**src/rtl/countdown_timer.sv**
```systemverilog
// Seconds countdown timer: binary count 0..MAX_VALUE, decremented once per TICKS_PER_SEC clocks while running.
// Latency: all outputs registered; first decrement lands TICKS_PER_SEC cycles after the start pulse is sampled.
// Backpressure: none; control inputs are single-cycle pulses, priority load > pause > start > tick.
module countdown_timer #(
   parameter int TICKS_PER_SEC = 50000000,
   parameter int MAX_VALUE     = 99
) (
   input  logic       clk,
   input  logic       reset,
   input  logic       load,
   input  logic [7:0] load_value,
   input  logic       start,
   input  logic       pause,
   output logic [7:0] count_value,
   output logic       running,
   output logic       expired
);

   // Prescaler only needs to reach TICKS_PER_SEC-1; keep at least one bit.
   localparam int PW = (TICKS_PER_SEC > 2) ? $clog2(TICKS_PER_SEC) : 1;
   localparam logic [PW-1:0] TICK_LAST = PW'(TICKS_PER_SEC - 1);
   localparam logic [7:0]    MAX_CNT   = 8'(MAX_VALUE);

   typedef enum logic [1:0] {
      IDLE   = 2'd0,
      RUN    = 2'd1,
      PAUSED = 2'd2,
      DONE   = 2'd3
   } state_t;

   state_t        state;
   logic [PW-1:0] prescaler;
   logic [7:0]    load_clamped;

   // Out-of-range load values saturate so the two-digit display stays valid.
   always_comb begin
      load_clamped = (load_value > MAX_CNT) ? MAX_CNT : load_value;
   end

   // Control FSM, prescaler and count; running/expired are registered alongside the state.
   always_ff @(posedge clk or posedge reset) begin
      if (reset) begin
         state       <= IDLE;
         count_value <= 8'd0;
         prescaler   <= '0;
         running     <= 1'b0;
         expired     <= 1'b0;
      end else begin
         expired <= 1'b0;
         if (load) begin
            count_value <= load_clamped;
            prescaler   <= '0;
            state       <= IDLE;
            running     <= 1'b0;
         end else begin
            case (state)
               IDLE: begin
                  // A zero count cannot run, otherwise it would expire without a decrement.
                  if (!pause && start && (count_value != 8'd0)) begin
                     prescaler <= '0;
                     state     <= RUN;
                     running   <= 1'b1;
                  end
               end
               RUN: begin
                  if (pause) begin
                     // Prescaler is left as-is so the partial second survives the pause.
                     state   <= PAUSED;
                     running <= 1'b0;
                  end else if (prescaler == TICK_LAST) begin
                     prescaler   <= '0;
                     count_value <= count_value - 8'd1;
                     if (count_value == 8'd1) begin
                        state   <= DONE;
                        running <= 1'b0;
                        expired <= 1'b1;
                     end
                  end else begin
                     prescaler <= prescaler + 1'b1;
                  end
               end
               PAUSED: begin
                  if (!pause && start) begin
                     state   <= RUN;
                     running <= 1'b1;
                  end
               end
               DONE: begin
                  // Terminal: only load or reset leaves here.
                  state <= DONE;
               end
               default: begin
                  state   <= IDLE;
                  running <= 1'b0;
               end
            endcase
         end
      end
   end

endmodule

```
**config.mk**
```make
export PLATFORM = sky130hd
export DESIGN_NAME = countdown_timer
export DESIGN_NICKNAME = d
export VERILOG_FILES = /design/src/rtl/countdown_timer.sv
export SDC_FILE = /design/constraint.sdc
export NUM_CORES = 1
export LEC_CHECK = 0
export CORE_MARGIN = 5
export CORE_UTILIZATION = 57
export DETAILED_ROUTE_END_ITERATION = 12
export GPL_TIMING_DRIVEN = 0
export PLACE_DENSITY_LB_ADDON = 0.1
export SKIP_LAST_GASP = 1
export SLEW_MARGIN = 30
export SYNTH_ARGS = -nofsm -noshare
export SYNTH_HDL_FRONTEND = slang
export SYNTH_SLANG_ARGS = --single-unit
```
**constraint.sdc**
```tcl
create_clock -name clk -period 2.3 [get_ports clk]
set_input_delay 0.69 -clock clk [delete_from_list [all_inputs] [get_ports clk]]
set_output_delay 0.69 -clock clk [all_outputs]
set_load 0.005 [all_outputs]
```
==> results.md, run 1 <==
* WP depth at 7
* Clock-pin slew on the worst setup and hold paths at about 0.08 ns
* Hold Path Depth at 1
* Placer congestion estimate at 0.873
* H-tree level count at 2
* FP Rows at 23
* Crit path arrival time at ~2.5 ns
* Area of the mapped netlist at around 2400 µm²
* Most common cell after layout, fill and taps aside: dfrtp_1
* Period minus WS final at 2.23 ns
* Final Worst Setup Slack at 0.0712 ns
* Max Cap Viol at 0
* Clock buffer depth at 2
* Synth Instances at approximately 270
* Ys Warns at 0
* Ys flop type: dfrtp_1
* Initial antenna violation count at 0
* First-pass GRT wire length at roughly 9700 µm
* Top cell type by total area after synthesis: dfrtp_1
* RSZ-0062 raised after global routing: false
* Die H at between 70 and 80 µm
* Share of cells above drive strength 1 at 0.116
* Wire per inst at 16.6 µm
* Area contributors post-synth: dfrtp_1 40%, ha_1 4.2%, xor2_1 4.0%, a21oi_1 4.0%, nor2_1 3.9%
* Met3 Use GR at 0.0547
* Final Hold Vio Count at 0
* Synth async-reset ratio at 1.00
* Setup Slack @ Placement at -0.641 ns
* Gr usage total at 0.224
* Slowest stage delay, CP at roughly 0.47 ns
* Clock insertion delay at the later pin of the skew report at roughly 0.29 ns
* Drt drc at 0
* Number of global-route vias before repair at roughly 2.1k
* DP Cell Count at 341
* CP top delay family: simple AND/OR/NAND/NOR gates
* Status: finished clean
* M2 GR Usage at 0.335
* Grt ovf at 0
* Port Buffer Count at 21
* Most frequent cells in the layout: 38 x dfrtp_1, 24 x nor2_1, 20 x clkdlybuf4s50_1, 19 x nand2_1, 19 x a21oi_1
* Buffers plus inverters on the worst setup path at 2
* Register area share after synthesis at 0.397
* Pwr per Cell Area at 621 nW/µm²
* Endpoint type of the worst setup path: flop
* Setup violators final at 0
* Num CTS Buffers at 5
* Finished Layout Cells at about 350
* Fmax at ~450 MHz
* Post-DRT Antenna Nets at 0
* Worst Clk Skew at about 0.009 ns
* Pleak at ~1.1 nW
* Initial Utilization at 0.594
* Reg2reg path depth at 9
* Data required, critical path at 2.52 ns
* Post-synthesis net count at 290
* Final wirelength at about 5800 µm
* Tot Pwr at between 1.5 and 2 mW
* Worst-Margin Slew at 0.491 ns
* CTS Root Cell: clkbuf_8
* Critical path class: primary input to flop
* Critical path's slowest cell: or4_1
* Fillers at 309
* Yosys top cell area share at 0.397
* Die width at 74.8 µm
* DP HPWL at 4200 µm
* Total number of vias at between 2k and 2.5k
* Crit start category: primary input
* Synth Register Bits at 38
* Total core area at 4030 µm²
* Worst-path cell chain: dlygate4sd2_1 -> nand2b_1 -> o21ai_4 -> o21ai_2 -> buf_6 -> or4_1 -> a21oi_1
* Met1 usage in global routing at 0.326
* Final nets at 322
* Clk sink count at 38
* Relative slew slack at 0.673
* Die area at 5600 µm²
* Iter 0 DRT Violations at 166
* VDD IR max at about 0.67 mV
* EDFF count, synth at 0
* Period Utilization, post-route at 0.969
* Max-slew violation count at 0
* Largest net degree at the start of global routing at 26
* First-pass detailed-route iteration total at 4
* Synth unique cells at 50
* Vias per cell at ~6.1
* Area growth syn-to-layout at 19.6%
* Crit Path Max Fanout at 10
* Hold WC Path Type: flop to flop
* TritonCTS clock tree: built
* Synth Area per Inst at just under 9 µm²
* Hold_buf cts at 0
* Ant. Diodes at 0
* Gr busiest metal: met2
* Io pins at 23
[Yosys cell counts, types with 2 or more instances]
master	number
o211ai_1	5
or3_1	6
nand3b_1	2
ha_1	8
inv_1	16
a31oi_1	3
o31ai_1	6
nor2_1	25
nor2b_1	2
o2bb2a_1	2
mux2i_1	4
nand3_1	11
nand4_1	7
nor4_1	4
and3_1	4
nor3b_1	3
clkbuf_1	8
a21oi_1	19
xor2_1	11
o41ai_1	3
nand2b_1	3
nor4bb_1	2
nand2_1	19
o21ai_0	15
and4_1	3
or4_1	6
o21ai_1	3
o2111ai_1	3
dfrtp_1	38
nor3_1	8
[what timing repair did]
| item | in CTS | in global routing |
|---|---|---|
| endpoints found under the setup margin | 29 | 25 |
| pin swaps | 0 | 4 |
| setup buffers | 0 | 4 |
| gates resized for setup | 6 | 14 |
[path summary, 6_finish.rpt]
check | start | to | slack [ns]
setup / recovery | pause | prescaler[21] | 0.07
hold / removal | prescaler[6] | prescaler[6] | 0.53
setup reg to reg | count_value[0] | prescaler[21] | 0.13
hold reg to reg | prescaler[6] | prescaler[6] | 0.53
max in group asynchronous | reset | prescaler[9] | 1.18
min in group asynchronous | reset | prescaler[20] | 0.67
[final cells by class]
cell class	count	area (µm²)	share of cell area
multi-input combinational	205	1410	0.491
sequential	38	951	0.332
timing repair buffer	26	259	0.0904
clock buffer	7	76.3	0.0266
tap	50	62.6	0.0218
inverter	16	60.1	0.0210
buffer	9	50.0	0.0175
[per-layer routing]
| metal | vias to the layer above | wire (µm) | share of wire |
|---|---|---|---|
| li1 | 1067 | - | - |
| met1 | 1021 | 2780 | 0.48 |
| met2 | 53 | 2680 | 0.46 |
| met3 | 8 | 303 | 0.052 |
| met4 | 0 | 68 | 0.012 |
| met5 | - | 0 | 0 |
[metrics by stage]
stage / cell area [µm²] / TNS, ns / hold slack [ns] / utilization
after floorplan: 2390 / 0 / 0.484 / -
after global placement: 2670 / -16.63 / 0.514 / 0.662
after detailed placement: 2690 / -13.10 / 0.523 / 0.667
after CTS: 2780 / -0.0241 / 0.535 / 0.691
after global routing: 2870 / 0 / 0.589 / 0.711
final: 2870 / 0 / 0.534 / 0.711
[logic make-up after synthesis]
group / after synthesis / share of synthesized area
buffers and inverters: 26 / 0.0444
multiplexers: 4 / 0.0167
XOR/XNOR: 12 / 0.0439
flip-flops: 38 / 0.397
adder cells (fa/ha/maj): 8 / 0.0418
AO/OA/AOI/OAI: 67 / 0.183
AND/OR/NAND/NOR: 114 / 0.273
[power breakdown]
part | switching, mW | total [mW] | internal (mW)
registers | 0.0502 | 0.764 | 0.714
clock network | 0.230 | 0.439 | 0.209
logic | 0.352 | 0.578 | 0.226
[state kept, by name (all words and copies together) (netlist names)]
signal,flops
count_value,8
expired,1
prescaler,26
running,1
state,2
Power figures use the tool's default switching activity.
==> run 2: changes to the inputs <==
--- a/config.mk
+++ b/config.mk
@@ -6,7 +6,9 @@
 export NUM_CORES = 1
 export LEC_CHECK = 0
 export CORE_MARGIN = 5
-export CORE_UTILIZATION = 57
+export CORE_UTILIZATION = 30
+export CTS_BUF_LIST = sky130_fd_sc_hd__clkbuf_4 sky130_fd_sc_hd__clkbuf_8 sky130_fd_sc_hd__clkbuf_16
+export CTS_CLUSTER_SIZE = 16
 export DETAILED_ROUTE_END_ITERATION = 12
 export GPL_TIMING_DRIVEN = 0
 export PLACE_DENSITY_LB_ADDON = 0.1
==> run 2 against run 1 <==
Critical path depth down 2. Clock power increased by 4.8%. Cell area up 3.4%. First-iteration DRC count is 51% lower. Sequential share of layout area down 1.1 points. Total power up 4.9%. Core utilization shrank 33 points. Critical path type is now flop to flop. Largest cell class unchanged. Flip-flop and latch count unchanged. Hold slack better by 0.00077 ns. Routed wire length is 11% higher. Critical endpoint is now count_value[3]. Combinational power up 11%. Register-to-register slack got worse by 0.02 ns.
==> results.md, run 2 (same netlist as run 1, synthesis figures left out) <==
* Status: finished clean
* H-tree level count at 2
* Most common cell after layout, fill and taps aside: dfrtp_1
* Hold Path Origin: prescaler[6]
* Worst R2R Start: prescaler[7]
* Clock buffer depth at 2
* CTS Root Cell: clkbuf_8
* Initial Utilization at 0.308
* Crit Path Max Fanout at 7
* Crit path arrival time at 2.36 ns
* Clock insertion delay at the later pin of the skew report at roughly 0.29 ns
* Number of global-route vias before repair at between 2k and 2.5k
* Final wirelength at 6490 µm
* RSZ-0062 raised after global routing: true
* Flop2flop setup slack at around 0.11 ns
* Critical path class: flop to flop
* Most frequent cells in the layout: 38 x dfrtp_1, 24 x nor2_1, 19 x nand2_1, 19 x a21oi_1, 19 x clkdlybuf4s50_1
* First-pass GRT wire length at ~11000 µm
* Fmax at approximately 460 MHz
* Biggest register: prescaler
* Gr usage total at 0.137
* Port Buffer Count at 21
* Num CTS Buffers at 5
* Reg2reg path depth at 5
* VDD IR max at between 0.4 and 0.5 mV
* Max-slew violation count at 0
* Reg area at between 900 and 1000 µm²
* Setup violators final at 0
* Worst Clk Skew at 0.00514 ns
* Max Cap Viol at 0
* Post-DRT Antenna Nets at 0
* Placer congestion estimate at approximately 0.8
* Data required, critical path at ~2.5 ns
* FP Rows at 32
* Drt drc at 0
* Grt ovf at 0
* TritonCTS clock tree: built
* Fin Setup TNS at 0 ns
* Worst Setup SP: prescaler[7]
* Hold Path Depth at 1
* Biggest regs: prescaler: 26 flops, count_value: 8 flops, state: 2 flops
* Crit start category: flop
* Pleak at around 1.1 nW
* Final Hold Vio Count at 0
* Multi-input gate area at between 1000 and 1500 µm²
* Largest net degree at the start of global routing at 26
* Clk sink count at 38
* Vias per cell at between 5 and 6
* Relative slew slack at 0.690
* Period minus WS final at 2.19 ns
* Worst-Margin Slew at approximately 0.46 ns
* DP HPWL at 4740 µm
* Endpoint type of the worst setup path: flop
* WHS Endpoint: prescaler[6]
* First-pass detailed-route iteration total at 4
* Period Utilization, post-route at 0.951
* Wire per inst at between 15 and 20 µm
* Total core area at 7770 µm²
* Hold WC Path Type: flop to flop
* Die area at 9870 µm²
* Final nets at 322
* RR Endpoint: count_value[3]
* Die width at ~99 µm
* Fillers at approximately 800
* Ant. Diodes at 0
* Iter 0 DRT Violations at 82
* Hold_buf cts at 0
* Share of cells above drive strength 1 at 0.126
* Initial antenna violation count at 0
* Max reg flops at 26
* Total number of vias at roughly 2.1k
* Pwr per Cell Area at about 630 nW/µm²
* Clock-pin slew on the worst setup and hold paths at roughly 0.070 ns
* Area growth syn-to-layout at 23.7%
* Tot Pwr at between 1.5 and 2 mW
* Die H at 99.3 µm
* Io pins at 23
-- run 2: area by class of cell --
class                           count  area share
Multi-Input combinational cell    205       0.483
Sequential cell                    38       0.321
Timing Repair Buffer               26      0.0870
Tap cell                          102      0.0431
Clock buffer                        7      0.0283
Inverter                           16      0.0203
Buffer                              9      0.0169
-- run 2: worst max-delay path by stage --
stage | end | slack, ns
floorplan | prescaler[21] | 0.19
global placement | prescaler[15] | -0.72
detailed placement | prescaler[21] | -0.77
CTS | prescaler[22] | -0.03
global route | prescaler[15] | -0.03
finish | count_value[3] | 0.11
-- run 2: through the flow --
step	hold WS [ns]	instances	worst slack [ns]	instance area (µm²)	utilization
6_report	0.535	403	0.112	2960	0.381
3_5_place_dp	0.528	393	-0.770	2750	0.354
3_3_place_gp	0.518	392	-0.721	2730	0.352
2_1_floorplan	0.484	269	0.190	2390	-
4_1_cts	0.540	401	-0.0347	2880	0.371
5_1_grt	0.586	403	-0.0274	2960	0.381
-- run 2: power by group --
part	total [mW]	switching (mW)	leakage (nW)	internal (mW)
logic	0.644	0.383	0.591	0.262
registers	0.763	0.0493	0.510	0.714
clock network	0.460	0.227	0.0452	0.233
-- run 2: critical path, cell delays in order, from the launching register on --
cell,delay [ns]
dfrtp_1,0.47
or3b_4,0.45
nor4_4,0.47
nand2_2,0.13
o41ai_1,0.30
o2bb2a_1,0.25
-- run 2: timing repair --
item,in CTS,in global routing
pin swaps,1,3
setup endpoints to repair,29,28
buffers inserted,1,3
resized for setup,10,16
endpoints found under the hold margin,0,0
-- run 2: layer usage --
layer / share of wire / vias to the layer above / GRT usage / wire length (µm)
met4: 0.0074 / 0 / 0.0357 / 48
li1: - / 1055 / - / -
met1: 0.54 / 1037 / 0.206 / 3470
met2: 0.43 / 34 / 0.199 / 2780
met3: 0.029 / 5 / 0.0252 / 186
met5: 0 / - / 0 / 0
==> run 3: changes to the inputs <==
--- a/config.mk
+++ b/config.mk
@@ -5,6 +5,8 @@
 export SDC_FILE = /design/constraint.sdc
 export NUM_CORES = 1
 export LEC_CHECK = 0
+export CELL_PAD_IN_SITES_DETAIL_PLACEMENT = 0
+export CELL_PAD_IN_SITES_GLOBAL_PLACEMENT = 1
 export CORE_MARGIN = 5
 export CORE_UTILIZATION = 30
 export CTS_BUF_LIST = sky130_fd_sc_hd__clkbuf_4 sky130_fd_sc_hd__clkbuf_8 sky130_fd_sc_hd__clkbuf_16
@@ -12,6 +14,7 @@
 export DETAILED_ROUTE_END_ITERATION = 12
 export GPL_TIMING_DRIVEN = 0
 export PLACE_DENSITY_LB_ADDON = 0.1
+export RECOVER_POWER = 50
 export SKIP_LAST_GASP = 1
 export SLEW_MARGIN = 30
 export SYNTH_ARGS = -nofsm -noshare
==> constraint.sdc (replaced) <==
create_clock -name clk -period 2.3 [get_ports clk]
set_input_delay 0.69 -clock clk [delete_from_list [all_inputs] [get_ports clk]]
set_output_delay 0.69 -clock clk [all_outputs]
set_load 0.02 [all_outputs]
==> run 3 against run 2 <==
Clock power increased by 9.6%. Highest routed layer unchanged. Largest cell class unchanged. Clock skew increased by 0.0029 ns. Setup slack got worse by 0.037 ns. Critical endpoint is now prescaler[23]. Sequential power about the same. Via count increased by 0.28%. Register-to-register slack about the same.
==> results.md, run 3 (same netlist as run 1, synthesis figures left out) <==
* Status: finished clean
* Io pins at 23
* Num CTS Buffers at 5
* Area growth syn-to-layout at 24.2%
* DP HPWL at 4820 µm
* Crit start category: primary input
* Endpoint type of the worst setup path: flop
* H-tree level count at 2
* Hold WC Path Type: flop to flop
* Max Cap Viol at 0
* Ant. Diodes at 0
* Worst R2R Start: count_value[1]
* Biggest register: prescaler
* Reg area at 952 µm²
* RSZ-0062 raised after global routing: true
* Total core area at between 7000 and 8000 µm²
* Most frequent cells in the layout: 37 x dfrtp_1, 24 x nor2_1, 19 x nand2_1, 19 x a21oi_1, 17 x clkdlybuf4s50_1
* Multi-input gate area at around 1400 µm²
* Fmax at 449 MHz
* Hold Path Depth at 2
* Max-slew violation count at 0
* Hold_buf cts at 0
* Most common cell after layout, fill and taps aside: dfrtp_1
* Critical path class: primary input to flop
* Fillers at 821
* VDD IR max at approximately 0.43 mV
* Die width at about 99 µm
* Die H at 99.3 µm
* Critical path's slowest cell: or4_1
* Hold Path Origin: count_value[1]
* Relative slew slack at 0.314
* Reg2reg path depth at 9
* Gr usage total at 0.133
* Final Hold Vio Count at 0
* Final wirelength at ~6500 µm
* Setup violators final at 0
* Drt drc at 0
* Initial antenna violation count at 0
* Port Buffer Count at 21
* Grt ovf at 0
* Final core occ at 0.383
* Flop2flop setup slack at ~0.10 ns
* Period Utilization, post-route at 0.967
* FP Rows at 32
* DP Area at roughly 2800 µm²
* First-pass GRT wire length at 10600 µm
* Max reg flops at 26
* Period minus WS final at between 2 and 2.5 ns
* Pwr per Cell Area at around 650 nW/µm²
* Data required, critical path at approximately 2.5 ns
* TritonCTS clock tree: built
* Final Cell Area at ~3000 µm²
* Worst-Margin Slew at slightly above 1 ns
* Wire per inst at around 16 µm
* Crit path arrival time at approximately 2.4 ns
* Setup Slack @ Placement at -0.733 ns
* Vias per cell at roughly 5.3
* Clock buffer depth at 2
* CTS Root Cell: clkbuf_8
* Final nets at approximately 320
* Placer congestion estimate at about 0.77
* Fin Setup TNS at 0 ns
* Worst-path cell chain: dlygate4sd2_1 -> nand2b_4 -> a211oi_4 -> buf_4 -> o21ai_2 -> buf_6 -> or4_1 -> a21oi_1
* Number of global-route vias before repair at approximately 2k
* Crit Path Max Fanout at 10
* WHS Endpoint: count_value[1]
* Biggest regs: prescaler: 26 flops, count_value: 8 flops, state: 2 flops
* First-pass detailed-route iteration total at 4
* Clock insertion delay at the later pin of the skew report at 0.29 ns
* Pleak at approximately 1.2 nW
* Clk sink count at 38
* Worst Clk Skew at 0.00802 ns
* Share of cells above drive strength 1 at 0.132
* Total number of vias at ~2.1k
* Largest net degree at the start of global routing at 25
* RR Endpoint: prescaler[23]
* Initial Utilization at 0.308
* Die area at between 9000 and 10000 µm²
* Final Worst Setup Slack at 0.0750 ns
* Slowest stage delay, CP at around 0.47 ns
* Iter 0 DRT Violations at 93
* Post-DRT Antenna Nets at 0
* Clock-pin slew on the worst setup and hold paths at ~0.080 ns
-- run 3: critical path, delay by kind of cell --
| kind | cells | cell delay, ns |
|---|---|---|
| buf+inv | 3 | 0.68 |
| compound gates | 3 | 0.39 |
| simple gates | 2 | 0.67 |
-- run 3: final cells by class --
class                      instances  share of cell area
buffer                             9              0.0168
sequential                        38               0.320
tap                              102              0.0429
multi-input combinational        205               0.475
clock buffer                       7              0.0303
inverter                          16              0.0202
timing repair buffer              27              0.0929
clock inverter                     1             0.00168
-- run 3: per-stage QoR --
step	std cells	power, mW	hold WS (ns)
6_report	405	1.93	0.540
4_1_cts	400	1.87	0.549
5_1_grt	405	2.05	0.568
3_5_place_dp	393	1.34	0.532
3_3_place_gp	392	1.33	0.522
2_1_floorplan	269	1.14	0.484
-- run 3: where the power goes --
part	leakage, nW	internal, mW	total (mW)	switching, mW
Clock	0.0517	0.254	0.504	0.250
Sequential	0.509	0.713	0.766	0.0524
Combinational	0.601	0.264	0.658	0.394
-- run 3: worst max path at each step --
stage              startpoint  cells after the start  slack (ns)             to
3_5_place_dp            pause                      7       -0.73  prescaler[15]
5_1_grt        count_value[1]                      9       -0.03  prescaler[15]
4_1_cts                 pause                      7       -0.05  prescaler[21]
6_report                pause                      8        0.08  prescaler[23]
3_3_place_gp            pause                      7       -0.75  prescaler[15]
2_1_floorplan  count_value[0]                      8        0.11  prescaler[21]
-- run 3: repair_timing --
item	CTS	global route
setup endpoints to repair	29	27
gates resized for setup	9	15
endpoints found under the hold margin	0	0
pin swaps	1	4
buffers inserted	0	5
-- run 3: routing by layer --
metal	wire length, µm	part of all wire	GRT usage
met1	3330	0.51	0.197
met2	2930	0.45	0.195
met3	243	0.037	0.0288
met4	48	0.0073	0.0336
met5	0	0	0
